## src/rtl/axi_burst_mem_slave.sv

```systemverilog
// AXI-style burst memory slave: independent AR/R and AW/W/B engines sharing one word array.
// Read data is fetched into the output register the edge before it is presented.
module axi_burst_mem_slave #(
  parameter int unsigned DATA_W    = 8,
  parameter int unsigned ADDR_W    = 8,
  parameter int unsigned ID_W      = 4,
  parameter int unsigned LEN_W     = 4,
  parameter int unsigned MEM_DEPTH = 256
) (
  input  logic              clk,
  input  logic              rst,
  input  logic              ar_valid,
  output logic              ar_ready,
  input  logic [ID_W-1:0]   ar_id,
  input  logic [ADDR_W-1:0] ar_addr,
  input  logic [LEN_W-1:0]  ar_len,
  output logic              r_valid,
  input  logic              r_ready,
  output logic [DATA_W-1:0] r_data,
  output logic [ID_W-1:0]   r_id,
  output logic [1:0]        r_resp,
  output logic              r_last,
  input  logic              aw_valid,
  output logic              aw_ready,
  input  logic [ID_W-1:0]   aw_id,
  input  logic [ADDR_W-1:0] aw_addr,
  input  logic [LEN_W-1:0]  aw_len,
  input  logic              w_valid,
  output logic              w_ready,
  input  logic [DATA_W-1:0] w_data,
  input  logic              w_last,
  output logic              b_valid,
  input  logic              b_ready,
  output logic [ID_W-1:0]   b_id,
  output logic [1:0]        b_resp
);

  localparam int unsigned AX_W  = ADDR_W + 1;
  localparam int unsigned CNT_W = LEN_W + 1;
  localparam logic [AX_W-1:0] DEPTH_X     = AX_W'(MEM_DEPTH);
  localparam logic [1:0]      RESP_OKAY   = 2'b00;
  localparam logic [1:0]      RESP_SLVERR = 2'b10;

  typedef enum logic {R_IDLE, R_DATA} r_state_e;
  typedef enum logic [1:0] {W_IDLE, W_DATA, W_RESP} w_state_e;

  logic [DATA_W-1:0] mem_q [MEM_DEPTH];

  r_state_e          r_state_q, r_state_d;
  logic [ID_W-1:0]   r_id_q, r_id_d;
  logic [AX_W-1:0]   r_addr_q, r_addr_d;
  logic [LEN_W-1:0]  r_len_q, r_len_d;
  logic [LEN_W-1:0]  r_cnt_q, r_cnt_d;
  logic [DATA_W-1:0] r_data_q, r_data_d;
  logic [1:0]        r_resp_q, r_resp_d;
  logic              r_last_q, r_last_d;
  logic              r_fetch_c;
  logic              ar_ready_q, r_valid_q;

  w_state_e          w_state_q, w_state_d;
  logic [ID_W-1:0]   w_id_q, w_id_d;
  logic [AX_W-1:0]   w_addr_q, w_addr_d;
  logic [LEN_W-1:0]  w_len_q, w_len_d;
  logic [CNT_W-1:0]  w_cnt_q, w_cnt_d;
  logic              w_err_q, w_err_d;
  logic [ID_W-1:0]   b_id_q, b_id_d;
  logic [1:0]        b_resp_q, b_resp_d;
  logic              mem_we_c;
  logic              aw_ready_q, w_ready_q, b_valid_q;

  // Read engine: latch burst on AR, fetch the next beat on each accepted R beat
  always_comb begin
    r_state_d = r_state_q;
    r_id_d    = r_id_q;
    r_addr_d  = r_addr_q;
    r_len_d   = r_len_q;
    r_cnt_d   = r_cnt_q;
    r_data_d  = r_data_q;
    r_resp_d  = r_resp_q;
    r_last_d  = r_last_q;
    r_fetch_c = 1'b0;
    case (r_state_q)
      R_IDLE: begin
        if (ar_valid && ar_ready_q) begin
          r_id_d    = ar_id;
          r_addr_d  = AX_W'(ar_addr);
          r_len_d   = ar_len;
          r_cnt_d   = '0;
          r_last_d  = (ar_len == '0);
          r_fetch_c = 1'b1;
          r_state_d = R_DATA;
        end
      end
      R_DATA: begin
        if (r_valid_q && r_ready) begin
          if (r_last_q) begin
            r_state_d = R_IDLE;
          end else begin
            r_addr_d  = r_addr_q + AX_W'(1);
            r_cnt_d   = r_cnt_q + LEN_W'(1);
            r_last_d  = (r_cnt_d == r_len_q);
            r_fetch_c = 1'b1;
          end
        end
      end
      default: r_state_d = R_IDLE;
    endcase
    // Registered fetch sees the array before any write landing on the same edge
    if (r_fetch_c) begin
      if (r_addr_d < DEPTH_X) begin
        r_data_d = mem_q[r_addr_d[ADDR_W-1:0]];
        r_resp_d = RESP_OKAY;
      end else begin
        r_data_d = '0;
        r_resp_d = RESP_SLVERR;
      end
    end
  end

  // Write engine: beat counter saturates at len+1 so surplus beats are recognised and dropped
  always_comb begin
    w_state_d = w_state_q;
    w_id_d    = w_id_q;
    w_addr_d  = w_addr_q;
    w_len_d   = w_len_q;
    w_cnt_d   = w_cnt_q;
    w_err_d   = w_err_q;
    b_id_d    = b_id_q;
    b_resp_d  = b_resp_q;
    mem_we_c  = 1'b0;
    case (w_state_q)
      W_IDLE: begin
        if (aw_valid && aw_ready_q) begin
          w_id_d    = aw_id;
          w_addr_d  = AX_W'(aw_addr);
          w_len_d   = aw_len;
          w_cnt_d   = '0;
          w_err_d   = 1'b0;
          w_state_d = W_DATA;
        end
      end
      W_DATA: begin
        if (w_valid && w_ready_q) begin
          if (w_cnt_q <= CNT_W'(w_len_q)) begin
            if (w_addr_q < DEPTH_X) mem_we_c = 1'b1;
            else                    w_err_d  = 1'b1;
          end else begin
            w_err_d = 1'b1;
          end
          if (w_last) begin
            if (w_cnt_q < CNT_W'(w_len_q)) w_err_d = 1'b1;
            b_id_d    = w_id_q;
            b_resp_d  = w_err_d ? RESP_SLVERR : RESP_OKAY;
            w_state_d = W_RESP;
          end else if (w_cnt_q <= CNT_W'(w_len_q)) begin
            w_cnt_d  = w_cnt_q + CNT_W'(1);
            w_addr_d = w_addr_q + AX_W'(1);
          end
        end
      end
      W_RESP: begin
        if (b_valid_q && b_ready) w_state_d = W_IDLE;
      end
      default: w_state_d = W_IDLE;
    endcase
  end

  always_ff @(posedge clk or posedge rst) begin
    if (rst) begin
      r_state_q  <= R_IDLE;
      r_id_q     <= '0;
      r_addr_q   <= '0;
      r_len_q    <= '0;
      r_cnt_q    <= '0;
      r_data_q   <= '0;
      r_resp_q   <= '0;
      r_last_q   <= 1'b0;
      ar_ready_q <= 1'b0;
      r_valid_q  <= 1'b0;
      w_state_q  <= W_IDLE;
      w_id_q     <= '0;
      w_addr_q   <= '0;
      w_len_q    <= '0;
      w_cnt_q    <= '0;
      w_err_q    <= 1'b0;
      b_id_q     <= '0;
      b_resp_q   <= '0;
      aw_ready_q <= 1'b0;
      w_ready_q  <= 1'b0;
      b_valid_q  <= 1'b0;
    end else begin
      r_state_q  <= r_state_d;
      r_id_q     <= r_id_d;
      r_addr_q   <= r_addr_d;
      r_len_q    <= r_len_d;
      r_cnt_q    <= r_cnt_d;
      r_data_q   <= r_data_d;
      r_resp_q   <= r_resp_d;
      r_last_q   <= r_last_d;
      ar_ready_q <= (r_state_d == R_IDLE);
      r_valid_q  <= (r_state_d == R_DATA);
      w_state_q  <= w_state_d;
      w_id_q     <= w_id_d;
      w_addr_q   <= w_addr_d;
      w_len_q    <= w_len_d;
      w_cnt_q    <= w_cnt_d;
      w_err_q    <= w_err_d;
      b_id_q     <= b_id_d;
      b_resp_q   <= b_resp_d;
      aw_ready_q <= (w_state_d == W_IDLE);
      w_ready_q  <= (w_state_d == W_DATA);
      b_valid_q  <= (w_state_d == W_RESP);
    end
  end

  // Storage is deliberately left unreset
  always_ff @(posedge clk) begin
    if (mem_we_c) mem_q[w_addr_q[ADDR_W-1:0]] <= w_data;
  end

  assign ar_ready = ar_ready_q;
  assign r_valid  = r_valid_q;
  assign r_data   = r_data_q;
  assign r_id     = r_id_q;
  assign r_resp   = r_resp_q;
  assign r_last   = r_last_q;
  assign aw_ready = aw_ready_q;
  assign w_ready  = w_ready_q;
  assign b_valid  = b_valid_q;
  assign b_id     = b_id_q;
  assign b_resp   = b_resp_q;

endmodule

```

## config.mk

```make
export PLATFORM = sky130hd
export DESIGN_NAME = axi_burst_mem_slave
export DESIGN_NICKNAME = d
export VERILOG_FILES = /design/src/rtl/axi_burst_mem_slave.sv
export SDC_FILE = /design/constraint.sdc
export NUM_CORES = 2
export LEC_CHECK = 0
export BUFFER_PORTS_ARGS = -buffer_cell sky130_fd_sc_hd__buf_2
export CAP_MARGIN = 15
export CORE_MARGIN = 2
export CORE_UTILIZATION = 50
export CTS_BUF_LIST = sky130_fd_sc_hd__clkbuf_8
export DETAILED_ROUTE_END_ITERATION = 7
export PLACE_DENSITY_LB_ADDON = 0.1
export SLEW_MARGIN = 20
export SYNTH_ARGS = -nofsm -noshare
export SYNTH_HDL_FRONTEND = slang
export SYNTH_SLANG_ARGS = --single-unit
```

## constraint.sdc

```tcl
create_clock -name clk -period 5.2 [get_ports clk]
set_input_delay 0.26 -clock clk [delete_from_list [all_inputs] [get_ports clk]]
set_output_delay 0.26 -clock clk [all_outputs]
set_load 0.01 [all_outputs]
```

==> impl_results.md <==
- Status: finished with violations
- Failing checks: hold timing
- CP required: ~6.2 ns
- Worst-Margin Slew: 1.205 ns
- Vias in the first global route: roughly 54000
- First-pass GRT wire length: ~390 mm
- Highest clock rate: ~0.19 GHz
- Clock Skew: 0.07945 ns
- Number of antenna-violating nets in the routed design: 0
- Yosys reg bits: 2114
- Largest net degree at the start of global routing: 145
- Die Wd: 418.3 um
- Type of the tightest min-delay check: in2async
- Post-route cell area: approximately 97000 um^2
- H-tree depth: 5
- Rel. slew slack: between 10% and 20%
- Dpl cell area: approximately 89000 um^2
- Register area share after synthesis: 73.59%
- CTS buffer count: 361
- Maxcap violations: 0
- Detailed-route DRC error count: 0
- Setup Buffers After CTS: 0
- Reg-to-reg startpoint: r_valid
- Count of final hold-check violations: 6
- Leak pwr: 32.98 nW
- Mean Syn Cell Area: ~13 um^2
- Root Driver: clkbuf_8
- I/O Buffers: 71
- Netlist cell types: 90
- Power per cell area: 623.8 nW/um^2
- Placed insts: between 8000 and 9000
- Overall via count from detail_route: 57120
- RSZ-0062 raised after global routing: false
- Total power: 60.23 mW
- CTS clk-pin slew, worst paths: 0.06 ns
- Router iterations before antenna repair: 7
- Async S/R FF share, synth: 3.122%
- Die height: 418.3 um
- Kind of critical path: reg2reg
- Core Area: around 170000 um^2
- Antenna violations before repair: 6
- Final slew viol count: 0
- Ports: 74
- Detailed Place HPWL: 165.0 mm
- Rows: 152
- End of the worst register-to-register path: r_data[5]
- Starting Density: between 50 and 60%
- IR drop worst, VDD: ~640 uV
- Mapped Cells: approximately 6400
- Die area: 175000 um^2
- Finished Layout Cells: between 9000 and 10000
- TNS Setup: 0 ns
- Total Nets Final: 6817
- Wire per inst: 29.53 um
- TritonCTS Sinks: roughly 2100
- Yosys warnings: 0
- # setup viols final: 0
- Startpoint Class: flop
- Worst hold slack: -0.01894 ns
- Reg2Reg Depth: 12
- Crit-path max FO: 112
- CP endpoint kind: flop
- Remaining Overflow, GRT: 0
- FF-to-FF setup slack: 0.03 ns
- Drt initial violations: around 8000
- Area delta synth->final: 12.51%
- Total Routing Usage GR: 31.03%
- Final period util: around 99%
- Period minus WS final: about 5.2 ns
- Clk_lat worst skew: 1.08 ns
- Final wirelength: 273.3 mm
- Clock Path Buffers: 4
- Vias per Instance: approximately 6.2
- Most frequent cells in the layout: edfxtp_1 (2048), nand2_1 (1520), nand3_1 (490)
- EDFF count, synth: 2048
- Placer Congestion: just over 0.9
- Most common cell after layout, fill and taps aside: edfxtp_1
- Layout cells sized above 1: 12.51%
- Main synth FF type: edfxtp_1
- CTS tree: built
- Arr. time, crit path: 6.16 ns
- Synthesized area: roughly 86000 um^2
-- state kept, by name, summed over array words and instances (netlist names), 2 cells and up --
| name | count |
|---|---|
| w_addr_q | 9 |
| w_cnt_q | 5 |
| w_state_q | 2 |
| r_len_q | 4 |
| w_id_q | 4 |
| w_len_q | 4 |
| r_id | 4 |
| r_cnt_q | 4 |
| b_id | 4 |
| r_data | 8 |
| mem_q | 2048 |
| r_addr_q | 9 |
-- report_power, final --
part | internal (mW) | switching [mW]
clock | 6.69 | 6.69
sequential | 18.9 | 0.327
combinational | 7.64 | 19.9
total | 33.3 | 26.9
-- critical path: stages (launching register included) --
cell and delay [ns]:
dfrtp_1 0.69, buf_4 0.31, nand2b_1 0.07, mux2i_1 0.13, or2_4 0.41, clkinv_16 0.34
buf_4 0.49, nand2_1 0.33, o22ai_1 0.17, o21ai_0 0.52, nand3_1 0.37, o21ai_0 0.74
a32o_1 0.23
-- stage by stage --
step	setup slack (ns)	util, %
floorplan	2.067	-
global placement	0.3176	52.26
detailed placement	0.2290	52.27
CTS	0.2374	56.46
global route	0.08697	56.47
finish	0.03080	56.47
-- repair_timing --
item | CTS | global route
endpoints found under the hold margin | 667 | 0
hold buffers | 95 | 0
resized for setup | 0 | 1
endpoints found under the setup margin | 0 | 1
-- worst max-delay path by stage --
| stage | from | endpoint | depth (start not counted) |
|---|---|---|---|
| 4_1_cts | r_valid | r_data[7] | 14 |
| 3_3_place_gp | r_valid | r_data[7] | 14 |
| 2_1_floorplan | w_cnt_q[2] | mem_q[102][0] | 10 |
| 6_report | r_valid | r_data[5] | 12 |
| 5_1_grt | r_valid | r_data[5] | 12 |
| 3_5_place_dp | r_valid | r_data[7] | 14 |
-- synth_stat cells, drive strengths merged (8+ instances only) --
library cell  count  area, um^2
a211oi          144        1086
nor3             47       235.2
nor4              9       56.30
a31oi           144       900.9
and2             10       62.56
nand2          1527        5747
mux4             20       450.4
o311ai            9       78.82
buf             348        2176
o22ai            27       168.9
a21oi           207        1036
mux2             18       202.7
ha               11       137.6
a32oi            53       464.2
a311oi           91       814.5
nor2b           129       807.0
o2111ai          14       122.6
o21ai            98       494.2
nand2b            8       50.05
o211ai           30       225.2
nand4            23       143.9
and3             61       381.6
inv              15       56.30
nor2            341        1308
a22oi            17       127.6
a221oi           24       216.5
o31ai            10       75.07
nand3           495        2482
edfxtp         2048       61500
clkbuf           80       300.3
dfrtp            66        1652
mux2i           133        1331
-- final cells by class --
class                           instances  area, um^2
Multi-Input combinational cell       3803       20220
Timing Repair Buffer                  461        4070
Clock inverter                        254        1085
Sequential cell                      2114       63150
Antenna cell                            2       5.005
Inverter                               17       108.9
Clock buffer                          372        5120
Fill cell                           13910       74420
Tap cell                             2233        2794
-- cell families (layout without fill, tap and decap cells) --
family / count (synthesis) / in the layout / share of synthesized area (%)
AO/OA/AOI/OAI: 926 / 926 / 7.417
XOR/XNOR: 10 / 10 / 0.1021
adder cells (fa/ha/maj): 11 / 11 / 0.1604
buffers and inverters: 445 / 1104 / 2.967
flip-flops: 2114 / 2114 / 73.59
multiplexers: 171 / 171 / 2.312
other: 1 / 4 / 0.004370
AND/OR/NAND/NOR: 2683 / 2683 / 13.45
-- per-layer routing --
layer / vias up / global-route usage, % / routed length [um]
li1: 24570 / - / -
met2: 3106 / 45.71 / 121600
met3: 507 / 6.548 / 28060
met5: - / 0 / 13
met4: 2 / 12.07 / 10950
met1: 28930 / 45.33 / 112600
Note: power is estimated with default switching activity, not from simulation.
